**config.mk**
```make
export PLATFORM = sky130hd
export DESIGN_NAME = rf_wb_ctrl
export DESIGN_NICKNAME = d
export VERILOG_FILES = /design/src/rtl/rf_ctrl_pkg.sv /design/src/rtl/rr_arb.sv /design/src/rtl/rf_wb_ctrl.sv
export SDC_FILE = /design/constraint.sdc
export NUM_CORES = 1
export LEC_CHECK = 0
export CAP_MARGIN = 5
export CELL_PAD_IN_SITES_DETAIL_PLACEMENT = 0
export CELL_PAD_IN_SITES_GLOBAL_PLACEMENT = 1
export CORE_ASPECT_RATIO = 1.5
export CORE_MARGIN = 3
export CORE_UTILIZATION = 48
export DETAILED_ROUTE_END_ITERATION = 12
export DONT_BUFFER_PORTS = 1
export GPL_TIMING_DRIVEN = 1
export PLACE_DENSITY = 0.84
export SYNTH_ARGS = -nofsm -noshare
export SYNTH_HDL_FRONTEND = slang
export SYNTH_HIERARCHICAL = 1
export SYNTH_SLANG_ARGS = --single-unit
```
**constraint.sdc**
```tcl
create_clock -name clk -period 5 [get_ports clk]
set_clock_uncertainty 0.1 [all_clocks]
set_input_delay 0.75 -clock clk [delete_from_list [all_inputs] [get_ports clk]]
set_output_delay 0.75 -clock clk [all_outputs]
set_load 0.005 [all_outputs]
```
**src/rtl/rf_ctrl_pkg.sv**
```systemverilog
// Shared constants for the register-file writeback controller and its arbiter.
// Holds the default widths, the source count and a pointer-width helper.
package rf_ctrl_pkg;

    localparam int N_SRC           = 3;
    localparam int ADDR_WIDTH_DFLT = 5;
    localparam int DATA_WIDTH_DFLT = 32;
    localparam int NREG            = 1 << ADDR_WIDTH_DFLT;

    // A single-requester arbiter still needs a one-bit pointer register.
    function automatic int ptr_width(input int n);
        return (n > 1) ? $clog2(n) : 1;
    endfunction

endpackage

```
**src/rtl/rr_arb.sv**
```systemverilog
// Round-robin arbiter: one-hot combinational grant, searching from the source
// after the last granted one; the pointer moves only when a grant is issued.
module rr_arb
    import rf_ctrl_pkg::*;
#(
    parameter int N = 3
) (
    input  logic         clk,
    input  logic         rst,
    input  logic [N-1:0] req,
    output logic [N-1:0] gnt
);

    localparam int PW = ptr_width(N);

    logic [PW-1:0] last_q;
    logic [PW-1:0] last_d;
    logic          found;
    int            idx;

    always_comb begin
        gnt    = '0;
        last_d = last_q;
        found  = 1'b0;
        idx    = 0;
        for (int i = 1; i <= N; i++) begin
            idx = (int'(last_q) + i) % N;
            if (!found && req[idx]) begin
                found    = 1'b1;
                gnt[idx] = 1'b1;
                last_d   = PW'(idx);
            end
        end
    end

    // Pointer starts at the last source so that source 0 wins first after reset.
    always_ff @(posedge clk or posedge rst) begin
        if (rst) begin
            last_q <= PW'(N - 1);
        end else begin
            last_q <= last_d;
        end
    end

endmodule

```
**src/rtl/rf_wb_ctrl.sv**
```systemverilog
// Register-file writeback controller: scoreboards busy registers for issue
// hazards and arbitrates writeback sources onto a registered write port.
module rf_wb_ctrl #(
    parameter int ADDR_WIDTH = rf_ctrl_pkg::ADDR_WIDTH_DFLT,
    parameter int DATA_WIDTH = rf_ctrl_pkg::DATA_WIDTH_DFLT,
    parameter int N_SRC      = rf_ctrl_pkg::N_SRC
) (
    input  logic                        clk,
    input  logic                        rst,
    input  logic                        iss_valid,
    input  logic [ADDR_WIDTH-1:0]       iss_rd,
    input  logic [ADDR_WIDTH-1:0]       iss_ra0,
    input  logic [ADDR_WIDTH-1:0]       iss_ra1,
    output logic                        iss_ready,
    input  logic [N_SRC-1:0]            wb_valid,
    input  logic [N_SRC*ADDR_WIDTH-1:0] wb_addr,
    input  logic [N_SRC*DATA_WIDTH-1:0] wb_data,
    output logic [N_SRC-1:0]            wb_ready,
    output logic                        rf_we,
    output logic [ADDR_WIDTH-1:0]       rf_wa,
    output logic [DATA_WIDTH-1:0]       rf_wd,
    output logic [ADDR_WIDTH:0]         pend_cnt
);

    localparam int NREG_L = 1 << ADDR_WIDTH;
    localparam int CW     = ADDR_WIDTH + 1;

    logic [NREG_L-1:0]     busy_q, busy_d;
    logic [CW-1:0]         pend_cnt_q, pend_cnt_d;
    logic                  rf_we_q, rf_we_d;
    logic [ADDR_WIDTH-1:0] rf_wa_q, rf_wa_d;
    logic [DATA_WIDTH-1:0] rf_wd_q, rf_wd_d;

    logic [N_SRC-1:0]      gnt;
    logic [ADDR_WIDTH-1:0] g_addr;
    logic [DATA_WIDTH-1:0] g_data;
    logic                  hit_ra0, hit_ra1, hit_rd;
    logic                  src_hazard, dst_hazard;
    logic                  iss_fire, set_en, set_eff, clr_eff;

    rr_arb #(.N(N_SRC)) u_arb (
        .clk (clk),
        .rst (rst),
        .req (wb_valid),
        .gnt (gnt)
    );

    // A write landing this cycle already satisfies the hazard via the RF bypass.
    assign hit_ra0 = rf_we_q && (rf_wa_q == iss_ra0);
    assign hit_ra1 = rf_we_q && (rf_wa_q == iss_ra1);
    assign hit_rd  = rf_we_q && (rf_wa_q == iss_rd);

    assign src_hazard = ((iss_ra0 != '0) && busy_q[iss_ra0] && !hit_ra0) ||
                        ((iss_ra1 != '0) && busy_q[iss_ra1] && !hit_ra1);
    assign dst_hazard = (iss_rd != '0) && busy_q[iss_rd] && !hit_rd;

    assign iss_ready = !src_hazard && !dst_hazard;
    assign iss_fire  = iss_valid && iss_ready;
    assign set_en    = iss_fire && (iss_rd != '0);

    always_comb begin
        g_addr = '0;
        g_data = '0;
        for (int i = 0; i < N_SRC; i++) begin
            if (gnt[i]) begin
                g_addr = wb_addr[i*ADDR_WIDTH +: ADDR_WIDTH];
                g_data = wb_data[i*DATA_WIDTH +: DATA_WIDTH];
            end
        end
    end

    // The count follows real 0->1 and 1->0 transitions, so a same-register
    // set+clear or a write to an idle register leaves it untouched.
    always_comb begin
        busy_d     = busy_q;
        pend_cnt_d = pend_cnt_q;
        set_eff    = set_en && !busy_q[iss_rd];
        clr_eff    = rf_we_q && busy_q[rf_wa_q] && !(set_en && (iss_rd == rf_wa_q));

        if (rf_we_q) begin
            busy_d[rf_wa_q] = 1'b0;
        end
        if (set_en) begin
            busy_d[iss_rd] = 1'b1;
        end
        busy_d[0] = 1'b0;

        if (set_eff && !clr_eff) begin
            pend_cnt_d = pend_cnt_q + CW'(1);
        end else if (clr_eff && !set_eff) begin
            pend_cnt_d = pend_cnt_q - CW'(1);
        end
    end

    always_comb begin
        rf_we_d = 1'b0;
        rf_wa_d = rf_wa_q;
        rf_wd_d = rf_wd_q;
        if (|gnt) begin
            rf_we_d = (g_addr != '0);
            rf_wa_d = g_addr;
            rf_wd_d = g_data;
        end
    end

    always_ff @(posedge clk or posedge rst) begin
        if (rst) begin
            busy_q     <= '0;
            pend_cnt_q <= '0;
            rf_we_q    <= 1'b0;
            rf_wa_q    <= '0;
            rf_wd_q    <= '0;
        end else begin
            busy_q     <= busy_d;
            pend_cnt_q <= pend_cnt_d;
            rf_we_q    <= rf_we_d;
            rf_wa_q    <= rf_wa_d;
            rf_wd_q    <= rf_wd_d;
        end
    end

    assign wb_ready = gnt;
    assign rf_we    = rf_we_q;
    assign rf_wa    = rf_wa_q;
    assign rf_wd    = rf_wd_q;
    assign pend_cnt = pend_cnt_q;

endmodule

```
==> flow_summary.ini <==
[run_status]
outcome = finished clean

[global_route]
grt_usage_pct = 27.32
grt_antenna_before_repair = 1
grt_overflow_total = 0
grt_pass1_vias = 4594
wire_length_of_the_first_global_routing_pass_um = 26210
grt_start_max_net_pins = 66

[synth]
synth_simple_gate_area_share_pct = 8.988
synth-main-ff-cell = sky130_fd_sc_hd__dfrtp_1
post_synth_fa_ha_maj_area_fraction_pct = 2.507
synth.ff_latch_count = 77
synth_area_mm2 = 0.005290
syn_nets = 677
synth_area_leader_cell = sky130_fd_sc_hd__dfrtp_1
synth_area_in_compound_gates_pct = 27.25
synth_enable_flop_cells = 0
synth.area.mux_share_pct = 15.66
synth_top_family_by_area = compound AO/OA/AOI/OAI gates
synth_area_per_cell_um2 = 9.888
xor_xnor_share_of_the_synthesized_area_pct = 3.311
synth_unique_cells = 54
syn_inst = 535
synth_sequential_area_ratio_pct = 36.45
synth_top_cell_area_share_pct = 35.95
async_reset_ff_share_pct = 100.0
synth.yosys.warnings = 6
synth_top_cells_by_area = sky130_fd_sc_hd__dfrtp_1 (36%), sky130_fd_sc_hd__o22ai_1 (8.4%), sky130_fd_sc_hd__mux4_2 (7.2%)

[final_layout]
share_of_the_core_filled_with_cells_in_the_final_layout_pct = 52.64
antenna_cell_count = 0
areaGrowthSynthToFinish_pct = 5.960
mostFrequentLayoutCells = sky130_fd_sc_hd__dfrtp_1 (76), sky130_fd_sc_hd__o22ai_1 (71), sky130_fd_sc_hd__o21ai_0 (46)
post-route-cell-area_mm2 = 0.005605
post_route_cells_drive_above_1_share_pct = 12.25
final_net_count = 643
mostFrequentLayoutCell = sky130_fd_sc_hd__dfrtp_1

[floorplan]
area_of_the_core_mm2 = 0.01065
ioPinCount = 180
floorplan.die_area_mm2 = 0.01234
initial_core_util_pct = 49.68
fp.dieW_um = 91.72
floorplan.die.height_um = 134.6
core.rowCount = 46

[drt]
iteration_count_of_the_initial_detailed_routing_pass = 5
vias_per_cell = 7.192
drt-wirelength-per-cell_um = 26.26
vias_after_detailed_routing = 4675
ant_nets = 0
initialDrtViolationCount = 509
drc_violations = 0
detail_route.wirelength_um = 17070

[timing]
max-slew-margin-rel_pct = 24.91
slew_viol_final = 0
count_of_endpoints_failing_setup_in_the_final_report = 0
final_hold_viol_count = 0
min_period_over_period_pct = 81.96
period_minus_slack_ns = 4.098
timing_worst_slew_pin_value_ns = 1.126
rsz0062_at_grt = false
fmax_mhz = 244.0
fin_tns_setup_ns = 0

[worst_setup_path]
critical_path_arrival_ns = 4.26
critical_path.cell_chain = xor2_1 > nor4_1 > nand3_1 > o21ai_0 > o22ai_2 > buf_4 > nor3_1 > ha_1 > inv_1 > ha_1 > a21o_1 > a21oi_1 > o21bai_1 > a21oi_1 > mux2i_1 > xnor2_1
rr_endpoint = pend_cnt[5]$_DFFE_PP0P_
crit_path_end_kind = flip-flop
critPathTopFamily = compound AO/OA/AOI/OAI gates
timing.reg2reg.worst_path_depth = 16
timing.reg2reg.setup_slack_ns = 0.90
reg_to_reg_critical_path_startpoint = rf_wa[0]$_DFFE_PP0P_
cp_slowest_stage_delay_ns = 0.88
worst-setup-path-type = reg -> reg
crit_required_ns = 5.16
slowest_stage = sky130_fd_sc_hd__dfrtp_1
critical_path.startpoint_type = flip-flop
critPathMaxFanout = 33
sum_of_buffers_and_inverters_on_the_critical_path = 2

[placed_design]
routabilityCongestion = 1.021
hpwl_dp_um = 12760
placedInstanceArea_mm2 = 0.005278
io_buffer_count = 0

[clock_tree]
cts_tree = built
hold_buffers = 0
clock_tree.buffer_depth = 2
cts_root_buf = sky130_fd_sc_hd__clkbuf_16
clock_sink_count = 77
cts.reportedPaths.clkPinSlew_ns = 0.06
cts_buffers = 9
htree_num_levels = 3
postCtsResizedCells = 0
clk_latency_ns = 0.33
cts_post_setup_buffers_inserted = 0

[pwr]
p_leak_nw = 2.124
p_per_area_mw_per_mm2 = 810.8
irDropWorstVdd_mv = 0.5935

[job]
drv.max_cap_violation_count = 0

[worst_hold_path]
min-delay-path-class = in -> async
[where the power goes]
part / switching [W] / internal, W / leakage, nW
Sequential: 0.000508 / 0.000962 / 0.900
Clock: 0.000244 / 0.000465 / 0.156
Combinational: 0.00130 / 0.00107 / 1.07
[worst max path at each step]
stage | startpoint | slack (ns) | cells past startpoint | endpoint
final | rf_wa[0]$_DFFE_PP0P_ | 0.90 | 16 | pend_cnt[5]$_DFFE_PP0P_
after global routing | rf_wa[0]$_DFFE_PP0P_ | 0.54 | 16 | pend_cnt[5]$_DFFE_PP0P_
after CTS | rf_wa[0]$_DFFE_PP0P_ | 0.88 | 16 | pend_cnt[5]$_DFFE_PP0P_
after global placement | iss_ra1[0] | 0.84 | 15 | pend_cnt[5]$_DFFE_PP0P_
after detailed placement | iss_ra1[0] | 0.72 | 15 | pend_cnt[5]$_DFFE_PP0P_
after floorplan | iss_ra1[0] | 0.86 | 15 | pend_cnt[5]$_DFFE_PP0P_
[registers in the layout, indices dropped and copies added (netlist names)]
name and cells:
rf_wd 32, busy_q 31, pend_cnt 6, rf_wa 5
u_arb/last_q 2, rf_we 1
[stage by stage]
stage	worst slack [ns]	total power, W	instances	hold slack (ns)
after CTS	0.8807	0.004530	650	0.04240
after global routing	0.5425	0.004891	650	0.04029
after global placement	0.8397	0.003729	634	0.4057
after floorplan	0.8591	0.003252	535	0.3693
after detailed placement	0.7194	0.003808	634	0.4044
final	0.9020	0.004545	650	0.05702
[worst reg2reg max path, cell delays in order, from the launching register on]
cell	delay, ns
sky130_fd_sc_hd__dfrtp_1	0.88
sky130_fd_sc_hd__xor2_1	0.17
sky130_fd_sc_hd__nor4_1	0.33
sky130_fd_sc_hd__nand3_1	0.11
sky130_fd_sc_hd__o21ai_0	0.15
sky130_fd_sc_hd__o22ai_2	0.13
sky130_fd_sc_hd__buf_4	0.27
sky130_fd_sc_hd__nor3_1	0.23
sky130_fd_sc_hd__ha_1	0.22
sky130_fd_sc_hd__inv_1	0.13
sky130_fd_sc_hd__ha_1	0.30
sky130_fd_sc_hd__a21o_1	0.17
sky130_fd_sc_hd__a21oi_1	0.21
sky130_fd_sc_hd__o21bai_1	0.09
sky130_fd_sc_hd__a21oi_1	0.19
sky130_fd_sc_hd__mux2i_1	0.23
sky130_fd_sc_hd__xnor2_1	0.13
[cell usage after synthesis, types with 2 or more instances]
master / n
sky130_fd_sc_hd__or3_1: 4
sky130_fd_sc_hd__a221oi_1: 2
sky130_fd_sc_hd__o211ai_1: 2
sky130_fd_sc_hd__a21oi_1: 39
sky130_fd_sc_hd__a22oi_1: 5
sky130_fd_sc_hd__and3_1: 2
sky130_fd_sc_hd__a21o_1: 5
sky130_fd_sc_hd__xnor2_1: 9
sky130_fd_sc_hd__buf_6: 4
sky130_fd_sc_hd__o41ai_1: 27
sky130_fd_sc_hd__clkbuf_1: 30
sky130_fd_sc_hd__ha_1: 9
sky130_fd_sc_hd__inv_1: 18
sky130_fd_sc_hd__nor2_1: 8
sky130_fd_sc_hd__nor4_1: 4
sky130_fd_sc_hd__o21ai_0: 46
sky130_fd_sc_hd__or3b_2: 5
sky130_fd_sc_hd__a31oi_1: 3
sky130_fd_sc_hd__nand2_1: 21
sky130_fd_sc_hd__mux4_1: 5
sky130_fd_sc_hd__dfrtp_1: 76
sky130_fd_sc_hd__mux4_2: 17
sky130_fd_sc_hd__nor2b_1: 6
sky130_fd_sc_hd__xor2_1: 11
sky130_fd_sc_hd__mux2_2: 11
sky130_fd_sc_hd__buf_2: 13
sky130_fd_sc_hd__mux2i_1: 19
sky130_fd_sc_hd__nor3_1: 7
sky130_fd_sc_hd__o22ai_1: 71
sky130_fd_sc_hd__nand3_1: 12
sky130_fd_sc_hd__o41ai_2: 4
sky130_fd_sc_hd__buf_1: 4
sky130_fd_sc_hd__a22o_1: 2
sky130_fd_sc_hd__o22a_1: 2
sky130_fd_sc_hd__nand3b_1: 13
[logic make-up (layout without fill, tap and decap cells)]
kind of cell | Yosys count | after routing
and+or+nand+nor | 86 | 86
DFF | 77 | 77
adders and majority gates | 10 | 10
AOI/OAI and AO/OA | 220 | 220
buffers and inverters | 70 | 41
xor gates and xnor gates | 20 | 20
muxes | 52 | 52
[per-layer routing]
| metal | part of all wire, % | up-vias | global-route usage (%) |
|---|---|---|---|
| li1 | - | 2042 | - |
| met1 | 35 | 2248 | 33.30 |
| met2 | 50 | 342 | 45.95 |
| met3 | 13 | 41 | 8.417 |
| met4 | 2.4 | 2 | 9.339 |
| met5 | 0.076 | - | 0 |
[cell type report]
cell class	instances	area, µm²
fill	956	5042
sequential	77	1928
multi-input combinational	388	3053
clock buffer	13	260.3
clock inverter	3	67.56
inverter	19	71.32
tap	144	180.2
timing repair buffer	6	45.04
Power figures use the tool's default switching activity.
